[src/rtl/dmem_arbiter.sv]
// dmem_arbiter: shares the single-port data RAM between the MEM stage and a loader/debug port.
// Optional feature: define DMEM_ARB_STARVE_EN to force a loader grant after MAX_WAIT waiting cycles.
module dmem_arbiter #(
  parameter int AW       = 10,
  parameter int LOCK_MAX = 8,
  parameter int MAX_WAIT = 16
) (
  input  logic          clk,
  input  logic          reset,
  input  logic          p_req,
  input  logic          p_we,
  input  logic [31:0]   p_addr,
  input  logic [31:0]   p_wdata,
  output logic          p_stall,
  output logic          p_rvalid,
  output logic [31:0]   p_rdata,
  input  logic          l_req,
  input  logic          l_we,
  input  logic          l_lock,
  input  logic [31:0]   l_addr,
  input  logic [31:0]   l_wdata,
  output logic          l_gnt,
  output logic          l_rvalid,
  output logic [31:0]   l_rdata,
  output logic          m_en,
  output logic          m_we,
  output logic [AW-1:0] m_addr,
  output logic [31:0]   m_wdata,
  input  logic [31:0]   m_rdata
);
  localparam int CW = $clog2(LOCK_MAX + 1);
  localparam int WW = $clog2(MAX_WAIT + 1);
  localparam logic [1:0] RD_NONE = 2'd0, RD_P = 2'd1, RD_L = 2'd2;
  typedef enum logic [1:0] {IDLE, PIPE, LOCK} state_t;
  state_t state, state_nx;
  logic [CW-1:0] lock_cnt;
  logic [1:0] rd_owner;
  logic starve, lock_go, p_gnt;
  logic [31:0] addr;
  logic unused_addr;
`ifdef DMEM_ARB_STARVE_EN
  logic [WW-1:0] wait_cnt;
  assign starve = l_req && wait_cnt == WW'(MAX_WAIT);
  // count cycles the loader has been kept waiting
  always_ff @(posedge clk or posedge reset)
    if (reset) wait_cnt <= '0;
    else wait_cnt <= (l_req && !l_gnt) ? wait_cnt + 1'b1 : '0;
`else
  logic [WW-1:0] unused_wait;
  assign unused_wait = '0;
  assign starve = 1'b0;
`endif
  // grant selection and RAM request mux; PIPE behaves like IDLE, only LOCK changes priority
  always_comb begin
    lock_go = state == LOCK && l_req && l_lock && lock_cnt < CW'(LOCK_MAX);
    l_gnt = !reset && (starve || lock_go || (!p_req && l_req));
    p_gnt = !reset && !starve && !lock_go && p_req;
    state_nx = p_gnt ? PIPE : (l_gnt && l_lock && !starve) ? LOCK : IDLE;
    p_stall = !reset && p_req && !p_gnt;
    addr = p_gnt ? p_addr : l_addr;
    m_en = p_gnt || l_gnt;
    m_we = p_gnt ? p_we : l_gnt && l_we;
    m_addr = addr[AW+1:2];
    m_wdata = p_gnt ? p_wdata : l_wdata;
    unused_addr = ^{addr[31:AW+2], addr[1:0]};
  end
  // state, burst length and read-owner registers
  always_ff @(posedge clk or posedge reset)
    if (reset) begin
      state <= IDLE;
      lock_cnt <= '0;
      rd_owner <= RD_NONE;
    end else begin
      state <= state_nx;
      lock_cnt <= lock_go ? lock_cnt + 1'b1 : '0;
      rd_owner <= (p_gnt && !p_we) ? RD_P : (l_gnt && !l_we) ? RD_L : RD_NONE;
    end
  assign p_rvalid = rd_owner == RD_P;
  assign l_rvalid = rd_owner == RD_L;
  assign p_rdata = p_rvalid ? m_rdata : '0;
  assign l_rdata = l_rvalid ? m_rdata : '0;
endmodule

[config.mk]
export PLATFORM = sky130hd
export DESIGN_NAME = dmem_arbiter
export DESIGN_NICKNAME = d
export VERILOG_FILES = /design/src/rtl/dmem_arbiter.sv
export SDC_FILE = /design/constraint.sdc
export NUM_CORES = 1
export LEC_CHECK = 0
export BUFFER_PORTS_ARGS = -buffer_cell sky130_fd_sc_hd__buf_2
export CORE_AREA = 2 2 108 110
export DETAILED_ROUTE_END_ITERATION = 6
export DIE_AREA = 0 0 110 112
export PLACE_DENSITY_LB_ADDON = 0.05
export SLEW_MARGIN = 15
export SYNTH_ARGS = -nofsm -noshare
export SYNTH_HDL_FRONTEND = slang
export SYNTH_SLANG_ARGS = --single-unit
[constraint.sdc]
create_clock -name clk -period 1.9 [get_ports clk]
set_input_delay 0.38 -clock clk [delete_from_list [all_inputs] [get_ports clk]]
set_output_delay 0.38 -clock clk [all_outputs]
set_load 0.02 [all_outputs]
==> results of run 1 <==
what timing repair did:
action | 4_1_cts | 5_1_grt
cloned | 1 | 1
setup buffers | 3 | 0
hold buffers | 0 | 0
gates resized for setup | 40 | 21
pin swaps | 2 | 3
endpoints found under the setup margin | 45 | 45
flip-flops by register name, indices dropped and copies added (netlist names):
name      flops
lock_cnt      4
rd_owner      2
state         2
path summary, 6_finish.rpt:
kind                       slack, ns   startpoint          end
min in group asynchronous       0.35        reset  rd_owner[1]
max in group asynchronous       1.43        reset     state[0]
hold reg to reg                 0.45  lock_cnt[0]  lock_cnt[0]
hold / removal                  0.33         l_we  rd_owner[1]
setup reg to reg                0.33     state[0]  lock_cnt[3]
setup / recovery               -0.41     state[0]  m_wdata[12]
kinds of logic after synthesis:
kind of cell,synth area share
AO/OA/AOI/OAI,0.0355
XOR/XNOR,0.00654
adder cells (fa/ha/maj),0.00934
buffers and inverters,0.0738
flip-flops,0.149
multiplexers,0.353
AND/OR/NAND/NOR,0.373
layout make-up:
| class | count | area (µm²) | area share |
|---|---|---|---|
| timing repair buffer | 252 | 1500 | 0.471 |
| multi-input combinational | 134 | 1220 | 0.383 |
| sequential | 8 | 200 | 0.0628 |
| tap | 143 | 179 | 0.0562 |
| clock buffer | 3 | 75.1 | 0.0236 |
| inverter | 3 | 11.3 | 0.00353 |
power by group through the flow:
stage                     Sequential, µW  Clock (µW)  Combinational, µW
after global placement               178           0                606
after CTS                            176         345                661
final                                176         339                673
after detailed placement             178           0                602
after floorplan                      178           0                345
after global routing                 176         362                725
worst max-delay path, delay by kind of cell, from the launching register on:
family                 cells  cell delay (ns)
AOI/OAI and AO/OA          1             0.19
buffers and inverters      3             0.45
muxes                      1             0.30
and+or+nand+nor            1             0.42
DFF                        1             0.35
metrics by stage:
step           worst slack, ns  hold slack [ns]  area [µm²]
2_1_floorplan           -0.155            0.212        1480
3_3_place_gp            -0.288            0.451        2870
3_5_place_dp            -0.274            0.452        2870
4_1_cts                 -0.494            0.325        3110
5_1_grt                 -0.465            0.349        3190
6_report                -0.414            0.330        3190
layer usage:
layer	routed length (µm)	GRT usage	vias to the layer above
met5	0	0	-
met4	49	0.0152	0
met3	887	0.0275	8
met2	3810	0.216	155
met1	2130	0.0892	850
li1	-	-	1001
synthesized netlist by cell type, types with 2 or more instances:
cell type / instances / area share
clkbuf_1: 6 / 0.017
nor2_1: 9 / 0.025
mux2_2: 40 / 0.34
inv_1: 3 / 0.0084
and2_1: 65 / 0.30
mux2_1: 2 / 0.017
nand2_1: 4 / 0.011
nor2b_1: 3 / 0.014
dfrtp_1: 8 / 0.15
buf_8: 4 / 0.045
==> results.py, run 1 <==
metrics = {
    "pwr": {
        "p_leak_uw": 0.00197,
        "p_per_area_mw_per_mm2": 373,
        "power_frac_clock": 0.285,
        "p_comb_frac": 0.567,
        "p_seq_frac": 0.148,
        "total_power_uw": 1190,
        "switching_share": 0.322,
        "peakVddDrop_uv": 155,
        "p_sw_uw": 382,
        "p_int_uw": 806,
    },
    "logic_synthesis": {
        "synthDistinctLibCells": 22,
        "synth_nets": 324,
        "syn_area_mm2": 0.00134,
        "yosys_warnings": 0,
        "synthArstFlopShare": 1.00,
        "seq_area_frac_synth": 0.149,
        "postSynthCellCount": 156,
        "synth_edf_count": 0,
        "synthFlopType": "dfrtp_1",
        "synth_seq_cells": 8,
        "syn_area_per_cell_um2": 8.59,
    },
    "global_routing": {
        "grt-ovfl-total": 0,
        "grt_use_total": 0.100,
        "grt_pass1_wl_mm": 9.50,
        "grt_pass1_vias": 1940,
        "antenna_found_initial": 1,
        "grt_max_degree": 34,
    },
    "detailed_routing": {
        "first_iter_violations": 45,
        "post_drt_wl_per_cell_um": 12.7,
        "antenna_left": 0,
        "drt-vias-per-instance": 3.71,
        "wl_mm": 6.88,
        "drc_errors": 0,
        "num_vias": 2014,
        "dr.pass1.iters": 5,
    },
    "setup_path": {
        "cp_common_cell": "buf_6",
        "slowest_delay_ns": 0.42,
        "worstSetupPathType": "reg -> out",
        "end_kind": "output pin",
        "cp_max_fo": 7,
        "crit_arrival_ns": 1.93,
        "start_kind": "register",
        "crit_slowest_cell": "or3b_4",
        "crit_required_ns": 1.52,
        "ff2ff_path_depth": 5,
        "crit_chain": "or3b_4 > o21ai_4 > buf_6 > clkbuf_16 > mux2_4 > buf_6",
    },
    "timing": {
        "tns_ns": -16.42,
        "relSlewSlack": 0.818,
        "worst_slack_ns": -0.414,
        "post-route-period-util": 1.22,
        "finalHoldViolCount": 0,
        "rsz0062_at_grt": "yes",
        "drv_slew": 0,
        "setup_viol": 45,
        "fin_crit_ns": 2.31,
        "skew_ns": 0.000552,
        "fmax_mhz": 432,
        "tightestPinTransition_ns": 0.273,
    },
    "layout": {
        "n_antenna_cell": 0,
        "final_core_util": 0.285,
        "area_growth_pct": 138,
        "finalNonFillerCells": 543,
        "fillers": 1206,
        "layout.nets": 570,
        "final_common_cell": "buf_2",
        "mostFrequentLayoutCells": "209 x buf_2, 65 x and2_1, 42 x mux2_4",
        "drive_above_1_share": 0.763,
    },
    "floorplanning": {
        "die_y_um": 112,
        "dieArea_mm2": 0.0123,
        "io_pins": 279,
        "fp.coreArea_mm2": 0.0112,
        "dieWidth_um": 110,
        "initial_utilization": 0.120,
        "rows": 39,
    },
    "clocking": {
        "clk_latency_ns": 0.22,
        "cts_buffers": 3,
        "clockBufferDepth": 2,
        "root_buffer": "clkbuf_16",
        "cts.clk_slew.worst_paths_ns": 0.03,
        "cts_sinks": 8,
        "cts_tree": "built",
        "cts-htree-levels": 1,
    },
    "placement": {
        "dp_hpwl_mm": 5.93,
        "dp.cells": 536,
        "port_buffers": 234,
        "place.gp.congestion": 0.748,
    },
    "hold_path": {
        "hold_path_class": "in -> reg",
        "worst_hold_path.num_cells": 2,
    },
    "outcome": {
        "status": "finished, violations left",
        "violations": "setup timing",
    },
    "run": {
        "drv_cap": 0,
    },
}
(Power assumes the default switching activity.)
==> run 2: changes to the inputs <==
==> constraint.sdc (replaced) <==
create_clock -name clk -period 1.9 [get_ports clk]
set_input_delay 0.095 -clock clk [delete_from_list [all_inputs] [get_ports clk]]
set_output_delay 0.095 -clock clk [all_outputs]
set_load 0.02 [all_outputs]
==> run 2 against run 1 <==
Effect of this change: the run still ends with setup timing left; sequential share of layout area rose by 0.46 points; cell area fell by 6.8%; fmax rose by 12%; critical path type unchanged; clock skew barely moved; worst setup slack improved by 0.24 ns; clock power barely moved.
==> results.py, run 2 (synthesis gave the netlist of run 1 again) <==
metrics = {
    "global_routing": {
        "antenna_found_initial": 0,
        "grt_pass1_wl_mm": 8.88,
        "grt_pass1_vias": 1809,
        "grt_use_total": 0.0925,
        "grt-ovfl-total": 0,
        "grt_max_degree": 34,
    },
    "detailed_routing": {
        "drt-vias-per-instance": 3.71,
        "dr.pass1.iters": 3,
        "first_iter_violations": 34,
        "drc_errors": 0,
        "num_vias": 1989,
        "wl_mm": 6.69,
        "post_drt_wl_per_cell_um": 12.5,
        "antenna_left": 0,
    },
    "timing": {
        "post-route-period-util": 1.09,
        "drv_slew": 0,
        "setup_viol": 42,
        "relSlewSlack": 0.730,
        "worst_slack_ns": -0.175,
        "skew_ns": 0.000263,
        "fin_crit_ns": 2.07,
        "fmax_mhz": 482,
        "finalHoldViolCount": 0,
        "tightestPinTransition_ns": 0.404,
        "rsz0062_at_grt": "yes",
    },
    "clocking": {
        "clk_latency_ns": 0.23,
        "cts_buffers": 3,
        "cts-htree-levels": 1,
        "cts_tree": "built",
        "root_buffer": "clkbuf_16",
        "clockBufferDepth": 2,
        "cts.clk_slew.worst_paths_ns": 0.03,
        "cts_sinks": 8,
    },
    "layout": {
        "layout.nets": 563,
        "area_growth_pct": 121,
        "final_common_cell": "buf_2",
        "reg_top3": "lock_cnt (4), rd_owner (2), state (2)",
        "largest_reg_flops": 4,
        "fillers": 1219,
        "drive_above_1_share": 0.746,
        "ff_latch_area_um2": 200,
        "mostFrequentLayoutCells": "216 x buf_2, 65 x and2_1, 31 x mux2_2",
        "n_antenna_cell": 0,
        "multi_input_area_mm2": 0.00109,
        "final_core_util": 0.266,
        "top_register": "lock_cnt",
    },
    "placement": {
        "place.gp.congestion": 0.710,
        "dp_hpwl_mm": 5.51,
        "port_buffers": 234,
    },
    "floorplanning": {
        "initial_utilization": 0.120,
        "dieArea_mm2": 0.0123,
        "io_pins": 279,
        "dieWidth_um": 110,
        "fp.coreArea_mm2": 0.0112,
        "rows": 39,
        "die_y_um": 112,
    },
    "setup_path": {
        "slowest_delay_ns": 0.42,
        "crit_chain": "or3b_4 > o21ai_4 > buf_6 > buf_12 > mux2_2 > buf_6",
        "crit_arrival_ns": 1.98,
        "start_kind": "register",
        "worstSetupPathType": "reg -> out",
        "ff2ff_path_depth": 6,
        "crit_slowest_cell": "or3b_4",
        "startpoint": "state[0]",
        "timing.rr.end": "rd_owner[0]",
        "cp_common_cell": "buf_6",
        "cp-endpoint": "m_wdata[16]",
        "crit_required_ns": 1.80,
        "end_kind": "output pin",
        "cp_max_fo": 8,
        "reg2reg_from": "state[0]",
        "r2r_slack_ns": 0.43,
    },
    "pwr": {
        "p_sw_uw": 369,
        "p_int_uw": 753,
        "peakVddDrop_uv": 192,
        "power_frac_clock": 0.305,
        "p_seq_frac": 0.157,
        "p_comb_frac": 0.538,
        "switching_share": 0.329,
        "p_per_area_mw_per_mm2": 378,
        "total_power_uw": 1120,
        "p_leak_uw": 0.00176,
    },
    "hold_path": {
        "min_from": "l_we",
        "hold_path_class": "in -> reg",
    },
    "run": {
        "drv_cap": 0,
    },
    "outcome": {
        "status": "finished, violations left",
        "violations": "setup timing",
    },
}
==> run 2: changes by cell type in the layout (fill, tap and decap cells not counted), sizes merged <==
cell | before | now
buf | 251 | 243
dlygate4sd3 | 0 | 1
==> run 2: metrics by stage <==
stage / TNS, ns / setup slack (ns) / area [µm²] / hold WS (ns) / instances
after floorplan: 0 / 0.0625 / 1340 / -0.0733 / 156
after CTS: -6.22 / -0.175 / 2860 / 0.0482 / 536
after detailed placement: 0 / 0.0206 / 2680 / 0.132 / 528
final: -6.03 / -0.175 / 2970 / 0.0563 / 536
after global placement: 0 / 0.00256 / 2680 / 0.148 / 528
after global routing: -10.06 / -0.257 / 2970 / 0.0590 / 536
==> run 2: worst max-delay path, delay by kind of cell (launching register included) <==
kind | cells | cell delay [ns]
simple gates | 1 | 0.42
compound gates | 1 | 0.21
mux | 1 | 0.35
flops | 1 | 0.36
buf+inv | 3 | 0.41
==> run 2: area by class of cell <==
type / count / area share
timing repair buffer: 245 / 0.477
multi-input combinational: 134 / 0.366
inverter: 3 / 0.00379
tap: 143 / 0.0603
clock buffer: 3 / 0.0253
sequential: 8 / 0.0675
==> run 2: how the worst min path moves through the flow <==
stage                  endpoint  slack (ns)  cells past startpoint
floorplan           lock_cnt[0]       -0.07                      1
global route        rd_owner[1]        0.06                      2
detailed placement     state[1]        0.13                      2
finish              rd_owner[1]        0.06                      2
CTS                 rd_owner[1]        0.05                      2
global placement    lock_cnt[1]        0.15                      2
==> run 2: routing by layer <==
| layer | GRT usage | up-vias | share of wire |
|---|---|---|---|
| met5 | 0 | - | 0 |
| met3 | 0.0211 | 2 | 0.13 |
| li1 | - | 984 | - |
| met4 | 0.0101 | 0 | 0.0018 |
| met1 | 0.0931 | 847 | 0.34 |
| met2 | 0.191 | 156 | 0.52 |
==> run 2: power by group through the flow <==
stage | clock network, µW | registers [µW] | logic (µW)
final | 342 | 176 | 604
after global routing | 365 | 177 | 651
after CTS | 349 | 176 | 570
after detailed placement | 0 | 178 | 537
after global placement | 0 | 178 | 544
after floorplan | 0 | 178 | 298
==> run 2: what timing repair did <==
| item | CTS | global route |
|---|---|---|
| endpoints found under the hold margin | 8 | 0 |
| gates resized for setup | 15 | 34 |
| pin swaps | 1 | 3 |
| setup buffers | 3 | 0 |
| gates cloned | 1 | 1 |
| hold buffers | 1 | 0 |
| setup endpoints to repair | 44 | 44 |
